## src/rtl/fd_pkg.sv

```systemverilog
// Definitions shared by the fractional-divider generator and the period meter.
package fd_pkg;

    typedef enum logic [1:0] {
        ST_IDLE  = 2'd0,
        ST_RUN   = 2'd1,
        ST_STALL = 2'd2
    } pm_state_e;

    localparam int CNT_W_DEF = 16;
    localparam logic [CNT_W_DEF-1:0] CNT_MAX = {CNT_W_DEF{1'b1}};

    // Base division count of the generator; the meter sees base+1 (+m) periods.
    localparam int DIV_BASE = 1000;

endpackage

```

## src/rtl/pm_edge_detect.sv

```systemverilog
// Samples sig_in and produces single-cycle rise/fall strobes from two registered taps.
// Define PERIOD_METER_SYNC_EN to put a 2-flop synchronizer ahead of the sample register.
module pm_edge_detect (
    input  logic clk_in,
    input  logic rst,
    input  logic sig_in,
    output logic rise,
    output logic fall
);

    logic sig_src;
    logic sig_s_q, sig_s_d;
    logic sig_d_q, sig_d_d;

`ifdef PERIOD_METER_SYNC_EN
    logic [1:0] sync_q, sync_d;

    always_comb begin
        sync_d = {sync_q[0], sig_in};
    end

    always_ff @(posedge clk_in) begin
        if (rst) begin
            sync_q <= 2'b00;
        end else begin
            sync_q <= sync_d;
        end
    end

    assign sig_src = sync_q[1];
`else
    assign sig_src = sig_in;
`endif

    always_comb begin
        sig_s_d = sig_src;
        sig_d_d = sig_s_q;
    end

    always_ff @(posedge clk_in) begin
        if (rst) begin
            sig_s_q <= 1'b0;
            sig_d_q <= 1'b0;
        end else begin
            sig_s_q <= sig_s_d;
            sig_d_q <= sig_d_d;
        end
    end

    assign rise = sig_s_q & ~sig_d_q;
    assign fall = ~sig_s_q & sig_d_q;

endmodule

```

## src/rtl/pulse_period_meter.sv

```systemverilog
// Measures period and high time of a pulse train in clk_in cycles, one valid strobe per period.
// Optional input synchronizer enabled by defining PERIOD_METER_SYNC_EN.
module pulse_period_meter
    import fd_pkg::*;
#(
    parameter int CNT_W      = CNT_W_DEF,
    parameter int MIN_PERIOD = 2
) (
    input  logic             clk_in,
    input  logic             rst,
    input  logic             en,
    input  logic             sig_in,
    output logic [CNT_W-1:0] period_out,
    output logic [CNT_W-1:0] high_out,
    output logic             valid,
    output logic             ovf,
    output logic             err_short
);

    localparam logic [CNT_W-1:0] CNT_SAT = {CNT_W{1'b1}};
    localparam logic [CNT_W-1:0] CNT_ONE = CNT_W'(1);
    localparam logic [CNT_W-1:0] MIN_CNT = CNT_W'(MIN_PERIOD);

    logic rise, fall;

    pm_edge_detect u_edge (
        .clk_in (clk_in),
        .rst    (rst),
        .sig_in (sig_in),
        .rise   (rise),
        .fall   (fall)
    );

    pm_state_e        state_q, state_d;
    logic [CNT_W-1:0] cnt_q, cnt_d;
    logic [CNT_W-1:0] hi_cap_q, hi_cap_d;
    logic [CNT_W-1:0] period_q, period_d;
    logic [CNT_W-1:0] high_q, high_d;
    logic             valid_q, valid_d;
    logic             ovf_q, ovf_d;
    logic             err_q, err_d;
    logic [CNT_W-1:0] cnt_inc;

    assign cnt_inc = (cnt_q == CNT_SAT) ? cnt_q : cnt_q + CNT_ONE;

    always_comb begin
        state_d  = state_q;
        cnt_d    = cnt_q;
        hi_cap_d = hi_cap_q;
        period_d = period_q;
        high_d   = high_q;
        valid_d  = 1'b0;
        ovf_d    = ovf_q;
        err_d    = err_q;

        if (!en) begin
            // Disable beats a coincident rise; captured results stay visible.
            state_d  = ST_IDLE;
            cnt_d    = '0;
            hi_cap_d = '0;
            ovf_d    = 1'b0;
            err_d    = 1'b0;
        end else begin
            case (state_q)
                ST_IDLE, ST_STALL: begin
                    if (rise) begin
                        state_d  = ST_RUN;
                        cnt_d    = CNT_ONE;
                        hi_cap_d = '0;
                    end
                end
                ST_RUN: begin
                    cnt_d = cnt_inc;
                    if (rise) begin
                        cnt_d = CNT_ONE;
                        if (cnt_q >= MIN_CNT) begin
                            period_d = cnt_q;
                            high_d   = hi_cap_q;
                            valid_d  = 1'b1;
                        end else begin
                            err_d = 1'b1;
                        end
                    end else begin
                        if (fall) begin
                            hi_cap_d = cnt_q;
                        end
                        if (cnt_q == CNT_SAT) begin
                            ovf_d   = 1'b1;
                            state_d = ST_STALL;
                        end
                    end
                end
                default: begin
                    state_d = ST_IDLE;
                    cnt_d   = '0;
                end
            endcase
        end
    end

    always_ff @(posedge clk_in) begin
        if (rst) begin
            state_q  <= ST_IDLE;
            cnt_q    <= '0;
            hi_cap_q <= '0;
            period_q <= '0;
            high_q   <= '0;
            valid_q  <= 1'b0;
            ovf_q    <= 1'b0;
            err_q    <= 1'b0;
        end else begin
            state_q  <= state_d;
            cnt_q    <= cnt_d;
            hi_cap_q <= hi_cap_d;
            period_q <= period_d;
            high_q   <= high_d;
            valid_q  <= valid_d;
            ovf_q    <= ovf_d;
            err_q    <= err_d;
        end
    end

    assign period_out = period_q;
    assign high_out   = high_q;
    assign valid      = valid_q;
    assign ovf        = ovf_q;
    assign err_short  = err_q;

endmodule

```

## config.mk

```make
export PLATFORM = sky130hd
export DESIGN_NAME = pulse_period_meter
export DESIGN_NICKNAME = d
export VERILOG_FILES = /design/src/rtl/fd_pkg.sv /design/src/rtl/pm_edge_detect.sv /design/src/rtl/pulse_period_meter.sv
export SDC_FILE = /design/constraint.sdc
export NUM_CORES = 1
export LEC_CHECK = 0
export ABC_AREA = 1
export BUFFER_PORTS_ARGS = -buffer_cell sky130_fd_sc_hd__buf_2
export CAP_MARGIN = 20
export CORE_AREA = 2 2 87 80
export CTS_CLUSTER_DIAMETER = 120
export DETAILED_ROUTE_END_ITERATION = 6
export DIE_AREA = 0 0 89 82
export PLACE_DENSITY_LB_ADDON = 0.1
export SYNTH_ARGS = -nofsm -noshare
export SYNTH_HDL_FRONTEND = slang
export SYNTH_SLANG_ARGS = --single-unit
```

## constraint.sdc

```tcl
create_clock -name clk_in -period 2.2 [get_ports clk_in]
set_input_delay 0.22 -clock clk_in [delete_from_list [all_inputs] [get_ports clk_in]]
set_output_delay 0.22 -clock clk_in [all_outputs]
set_load 0.03 [all_outputs]
```

==> qor.yml, run 1 <==
status:
  status: "complete, no violations"
synth:
  syn_inst: 435
  synth_cell_types: 27
  ys_seq_area_share_pct: 46.4
  ys_ff_latch: 71
  yosysTopAreaCell: "dfxtp_1"
  synth_commonest_cells: "nor2_1 (112), dfxtp_1 (71), nand2_1 (62), o21ai_0 (35), a21oi_1 (25)"
  synth_fp_nets: 441
  yosys_warnings: 0
  yosysMostFrequentCell: "nor2_1"
  netlist.area_leader.share_pct: 46.4
  synth-edff-count: 0
  synth_top_flop_cell: "dfxtp_1"
  syn_avg_cell_area_um2: 7.04
  ys_async_sr_fraction_pct: 0
  yosys-top-cells-area: "dfxtp_1 (46%), nor2_1 (14%), nand2_1 (7.6%)"
  synth_area_um2: 3060
die:
  core_area_um2: 6450
  die-height_um: 82
  die_width_um: 89
  num_rows: 28
  ios: 39
  start_util_pct: 47.5
  dieArea_um2: 7300
drt:
  drcViolationCount: 0
  dr.pass1.iters: 5
  vias_per_cell: 4.93
  drt-total-wl_mm: 7.57
  wire_per_inst_um: 13.2
  drtIter0Drc: 126
  ant_nets: 0
  vias: 2822
timing:
  slew_violations: 0
  finalSetupTns_ns: 0
  hold_viol_final: 0
  clock.fmax_mhz: 525
  setup_viol: 0
  worst_pin_slew_ns: 0.738
  slew_headroom_pct: 50.7
  rsz0062_at_grt: "no"
  period_minus_slack_ns: 1.91
  finClkSkew_ns: 0.00650
  finalCritPeriodShare_pct: 86.6
global_route:
  grt-ovfl-total: 0
  antenna_found_initial: 0
  grt_max_degree: 34
  grt_usage_pct: 22.3
  grt_pass1_vias: 2436
  grt_pass1_wl_mm: 12.1
placement:
  dp.cells: 556
  numPortBuffers: 38
  gp_congestion: 0.924
  dp_hpwl_mm: 5.42
cts:
  cts_tree: "done"
  hold_buffers: 0
  post-cts-setup-buffers: 0
  clk_latency_ns: 0.35
  cts-root-buf: "clkbuf_8"
  htreeDepth: 3
  cts_sinks: 71
  cts_max_path_buffers: 2
  clk_pin_slew_ns: 0.08
  cts_inserted_buffers: 9
setup_path:
  startpoint_type: "flip-flop"
  worstPathMaxFanout: 14
  endpoint_kind: "flip-flop"
  cp.required_ns: 2.50
  worst-setup-path-type: "reg2reg"
  critPathArrivalTime_ns: 2.21
job:
  drv_cap: 0
finish:
  seqCellArea_um2: 1420
  antenna_cells: 0
  multi_input_area_um2: 1400
  drive_gt1_share_pct: 18.7
  nets: 483
  area_growth_syn_to_layout_pct: 16.8
  fillers: 690
  final_cells: 572
power_and_ir_drop:
  powerDensity_nw_per_um2: 697
  p_int_w: 0.00189
  clock_power_share_pct: 42.9
  switching_share_pct: 24.1
  p_sw_w: 0.000600
  pwr-share-seq_pct: 52.3
  ir_worst_vdd_mv: 0.389
  combPwrFrac_pct: 4.7
  p_leak_nw: 1.50
min_path:
  holdCritPathClass: "in2reg"
cell type report:
type | instances | area share [%]
multi-input cells | 305 | 39.1
clock buffers | 10 | 3.85
repair buffers | 52 | 8.26
inverters | 38 | 3.99
clock inverters | 6 | 1.89
well taps | 90 | 3.15
flip-flops and latches | 71 | 39.8
critical path, cell delays in order (launching register included):
cell and delay (ns):
dfxtp_1 0.43, ha_1 0.26, nand2_1 0.13, nor2_2 0.18, nand2_2 0.09, nor2_4 0.15, nand3_4 0.17, nand2_4 0.21
nand2_1 0.09, nand2_1 0.06, nand2_1 0.04, inv_1 0.04
cells in the final DEF, fill, tap and decap left out, types with 2 or more instances in the layout:
cell / instances
nand2_2: 4
inv_2: 9
nor2_2: 2
clkinvlp_4: 2
inv_1: 24
nor2_1: 112
nand3_1: 23
dfxtp_1: 71
clkbuf_8: 10
o21ai_0: 35
nor2_4: 2
nand2_1: 62
buf_4: 14
nand4_1: 7
a21oi_2: 3
o21ai_1: 21
clkinv_1: 5
a21oi_1: 25
ha_1: 2
buf_2: 38
through the flow:
stage | power, W | util (%) | hold slack (ns) | worst slack [ns] | cell area [µm²]
final | 0.00249 | 55.4 | 0.0672 | 0.295 | 3570
after global routing | 0.00259 | 55.4 | 0.0437 | 0.0744 | 3570
after CTS | 0.00252 | 55.4 | 0.0517 | 0.221 | 3570
after detailed placement | 0.00145 | 52.2 | 0.438 | 0.243 | 3360
after global placement | 0.00145 | 52.2 | 0.418 | 0.275 | 3360
after floorplan | 0.00142 | - | 0.291 | 0.575 | 3060
state kept, by name, indices dropped and copies added (netlist names):
| register | flops |
|---|---|
| u_edge.sig_d_q | 1 |
| ovf | 1 |
| period_out | 16 |
| err_short | 1 |
| u_edge.sig_d_d | 1 |
| hi_cap_q | 16 |
| high_out | 16 |
| state_q | 2 |
| cnt_q | 16 |
| valid | 1 |
timing repair:
item | in CTS | in global routing
setup endpoints to repair | 0 | 1
endpoints found under the hold margin | 0 | 0
resized for setup | 0 | 1
cell families (layout without fill, tap and decap cells):
group,count (synthesis),count (layout),synth area share (%)
AND/OR/NAND/NOR,215,215,29.5
AO/OA/AOI/OAI,87,87,14.9
flip-flops,71,71,46.4
buffers and inverters,59,106,8.09
adder cells (fa/ha/maj),2,2,0.818
XOR/XNOR,1,1,0.286
path summary, 6_finish.rpt:
path / slack [ns] / endpoint / startpoint / depth (start not counted)
worst min register to register: 0.45 / ovf / ovf / 2
worst max-delay path: 0.29 / cnt_q[11] / cnt_q[1] / 11
worst min-delay path: 0.07 / u_edge.sig_d_d / sig_in / 3
worst max register to register: 0.29 / cnt_q[11] / cnt_q[1] / 11
power by group through the flow:
stage	logic [W]	clock network [W]	registers, W
after floorplan	0.0000865	0	0.00133
after global placement	0.000117	0	0.00133
after detailed placement	0.000116	0	0.00133
after CTS	0.000117	0.00110	0.00130
after global routing	0.000133	0.00115	0.00130
final	0.000118	0.00107	0.00130
per-layer routing:
metal | part of all wire (%) | routed length, µm | global-route usage (%) | up-vias
met5 | 0 | 0 | 0 | -
li1 | - | - | - | 1476
met2 | 43 | 3270 | 33.3 | 69
met4 | 1.5 | 115 | 7.76 | 0
met3 | 5.4 | 411 | 6.93 | 10
met1 | 50 | 3780 | 30.6 | 1267
Note: power is estimated with default switching activity, not from simulation.
==> inputs of run 2 (changes only) <==
--- a/config.mk
+++ b/config.mk
@@ -8,11 +8,12 @@
 export ABC_AREA = 1
 export BUFFER_PORTS_ARGS = -buffer_cell sky130_fd_sc_hd__buf_2
 export CAP_MARGIN = 20
-export CORE_AREA = 2 2 87 80
+export CORE_AREA = 2 2 86 80
 export CTS_CLUSTER_DIAMETER = 120
 export DETAILED_ROUTE_END_ITERATION = 6
-export DIE_AREA = 0 0 89 82
+export DIE_AREA = 0 0 88 82
 export PLACE_DENSITY_LB_ADDON = 0.1
 export SYNTH_ARGS = -nofsm -noshare
 export SYNTH_HDL_FRONTEND = slang
+export SYNTH_HIERARCHICAL = 1
 export SYNTH_SLANG_ARGS = --single-unit
==> run 2 against run 1 <==
Net effect: synthesized cell count down 2.1%; design area fell by 2.5%; via count fell by 2.9%; total power shrank 3.5%; critical path depth is 2 lower; global-route usage shrank 0.64 points; clock skew grew 0.0061 ns; sequential share of layout area grew 1.0 points; cell count fell by 2.3%; non-clock buffer count decreased by 6; core utilization down 0.46 points; clock power fell by 8%; critical endpoint is now cnt_q[5].
==> qor.yml, run 2 <==
status:
  status: "complete, no violations"  # unchanged
synth:
  syn_avg_cell_area_um2: 7.10  # was 7.04 µm²
  yosys-top-cells-area: "dfxtp_1 (47%), nor2_1 (15%), o21ai_0 (8.3%)"  # was dfxtp_1 (46%), nor2_1 (14%), nand2_1 (7.6%)
  synth_fp_nets: 432  # was 441
  yosysTopAreaCell: "dfxtp_1"  # unchanged
  ys_async_sr_fraction_pct: 0  # unchanged
  ys_seq_area_share_pct: 47.0  # was 46.4%
  yosysMostFrequentCell: "nor2_1"  # unchanged
  syn_inst: 426  # was 435
  synth_top_flop_cell: "dfxtp_1"  # unchanged
  synth_cell_types: 24  # was 27
  netlist.area_leader.share_pct: 47.0  # was 46.4%
  synth_area_um2: 3030  # was 3060 µm²
  synth_commonest_cells: "nor2_1 (121), dfxtp_1 (71), nand2_1 (54), o21ai_0 (50), inv_1 (32)"  # was nor2_1 (112), dfxtp_1 (71), nand2_1 (62), o21ai_0 (35), a21oi_1 (25)
  yosys_warnings: 6  # was 0
  ys_ff_latch: 71  # unchanged
  synth-edff-count: 0  # unchanged
finish:
  fillers: 630  # was 690
  drive_gt1_share_pct: 16.0  # was 18.7%
  mostFrequentLayoutCells: "nor2_1 (121), dfxtp_1 (71), nand2_1 (54)"  # was nor2_1 (112), dfxtp_1 (71), nand2_1 (62)
  nets: 470  # was 483
  antenna_cells: 0  # unchanged
  fin_util_pct: 55.0  # was 55.4%
  layout_commonest_cell: "nor2_1"  # unchanged
  area_growth_syn_to_layout_pct: 15.2  # was 16.8%
setup_path:
  worst-setup-path-type: "reg2reg"  # unchanged
  r2r-end: "cnt_q[5]"  # was cnt_q[11]
  critPathArrivalTime_ns: 2.26  # was 2.21 ns
  startpoint_type: "flip-flop"  # unchanged
  reg2reg_slack_ns: 0.21  # was 0.29 ns
  worstPathMaxFanout: 15  # was 14
  endpoint_kind: "flip-flop"  # unchanged
  endpoint: "cnt_q[5]"  # was cnt_q[11]
  critPathLaunch: "cnt_q[1]"  # unchanged
  r2r_cells: 9  # was 11
  cp.required_ns: 2.47  # was 2.50 ns
  timing.rr.start: "cnt_q[1]"  # unchanged
cts:
  cts_tree: "done"  # unchanged
  clk_latency_ns: 0.35  # about the same
  cts_sinks: 71  # unchanged
  post-cts-setup-buffers: 0  # unchanged
  cts-root-buf: "clkbuf_8"  # unchanged
  postCtsResizedCells: 0  # unchanged
  cts_max_path_buffers: 2  # unchanged
  hold_buffers: 0  # unchanged
  cts_inserted_buffers: 9  # unchanged
  clk_pin_slew_ns: 0.08  # about the same
  htreeDepth: 3  # unchanged
drt:
  drt-total-wl_mm: 7.08  # was 7.57 mm
  vias_per_cell: 4.90  # was 4.93
  dr_wl_met2_mm: 2.96  # was 3.27 mm
  drcViolationCount: 0  # unchanged
  wl_met1_mm: 3.60  # was 3.78 mm
  highest_layer: "met4"  # unchanged
  drtIter0Drc: 146  # was 126
  dr.pass1.iters: 4  # was 5
  wire_per_inst_um: 12.7  # was 13.2 µm
  ant_nets: 0  # unchanged
  vias: 2739  # was 2822
  dr_wl_met3_um: 403  # was 411 µm
global_route:
  grt_pass1_vias: 2430  # was 2436
  antenna_found_initial: 0  # unchanged
  grt_max_degree: 33  # was 34
  grt-ovfl-total: 0  # unchanged
  grt_pass1_wl_mm: 12.0  # was 12.1 mm
  grt_usage_pct: 21.7  # was 22.3%
placement:
  gp_congestion: 0.856  # was 0.924
  dp_hpwl_mm: 5.10  # was 5.42 mm
  numPortBuffers: 38  # unchanged
power_and_ir_drop:
  p_leak_nw: 1.51  # was 1.50 nW
  ir_worst_vdd_mv: 0.426  # was 0.389 mV
  powerDensity_nw_per_um2: 690  # was 697 nW/µm²
die:
  die-height_um: 82  # unchanged
  core_area_um2: 6340  # was 6450 µm²
  ios: 39  # unchanged
  dieArea_um2: 7220  # was 7300 µm²
  start_util_pct: 47.7  # was 47.5%
  die_width_um: 88  # was 89 µm
  num_rows: 28  # unchanged
timing:
  period_minus_slack_ns: 1.99  # was 1.91 ns
  rsz0062_at_grt: "no"  # unchanged
  hold_viol_final: 0  # unchanged
  clock.fmax_mhz: 502  # was 525 MHz
  setup_viol: 0  # unchanged
  slew_violations: 0  # unchanged
  finClkSkew_ns: 0.0126  # was 0.00650 ns
  finalCritPeriodShare_pct: 90.6  # was 86.6%
  finalSetupTns_ns: 0  # unchanged
  worst_pin_slew_ns: 0.647  # was 0.738 ns
  slew_headroom_pct: 56.7  # was 50.7%
min_path:
  holdCritPathClass: "in2reg"  # unchanged
job:
  drv_cap: 0  # unchanged
-- run 2: changes by cell type after synthesis, moves of 4 or more --
cell,change
inv_1,+8
nand2_1,-8
clkinv_1,-4
inv_2,-7
o21ai_0,+15
o21ai_1,-21
nand2_2,-5
nor2_1,+9
-- run 2: worst max-delay path: stages (launching register included) --
cell and delay, ns:
dfxtp_1 0.55, ha_1 0.30, nand2_1 0.11, nor2_2 0.17, nand2_4 0.10, nor2_8 0.11, nand3_4 0.18, nand2_4 0.19
nand2_1 0.07, a21oi_1 0.14
-- run 2: stage by stage --
step	power, W	cells	area, µm²	setup slack (ns)	hold WS, ns
global route	0.00250	559	3490	0.0187	0.0926
floorplan	0.00142	426	3030	0.604	0.291
CTS	0.00243	559	3490	0.221	0.0707
finish	0.00240	559	3490	0.208	0.0868
global placement	0.00145	543	3300	0.243	0.436
detailed placement	0.00145	543	3300	0.246	0.441
-- run 2: worst min-delay path by stage --
stage                         startpoint        endpoint  slack (ns)  cells after the start
after floorplan                      rst  u_edge/sig_d_d        0.29                      1
after global placement    u_edge/sig_d_d  u_edge/sig_d_q        0.44                      2
after detailed placement  u_edge/sig_d_d  u_edge/sig_d_q        0.44                      2
after CTS                            rst  u_edge/sig_d_q        0.07                      2
after global routing                 rst  u_edge/sig_d_q        0.09                      2
final                                rst  u_edge/sig_d_q        0.09                      2
-- run 2: cells by family after synthesis --
group           share of synthesized area [%]
flops                                    47.0
compound gates                           13.7
buf+inv                                  7.44
fa+ha+maj                               0.827
simple gates                             31.0
-- run 2: routing by layer --
| metal | track usage, % | up-vias |
|---|---|---|
| met5 | 0 | - |
| met4 | 8.46 | 0 |
| met3 | 6.03 | 15 |
| met2 | 32.4 | 66 |
| met1 | 29.7 | 1217 |
| li1 | - | 1441 |
-- run 2: area by class of cell --
class | instances | area, µm² | area share [%]
Sequential cell | 71 | 1420 | 40.8
Tap cell | 90 | 113 | 3.23
Clock inverter | 5 | 38.8 | 1.11
Timing Repair Buffer | 46 | 250 | 7.18
Multi-Input combinational cell | 301 | 1380 | 39.6
Clock buffer | 11 | 151 | 4.34
Inverter | 35 | 131 | 3.77
-- run 2: where the power goes --
group | internal (W) | leakage (nW) | total [W] | switching [W]
Combinational | 0.0000323 | 0.845 | 0.000115 | 0.0000824
Clock | 0.000478 | 0.0963 | 0.000984 | 0.000506
Sequential | 0.00130 | 0.573 | 0.00130 | 0.00000710
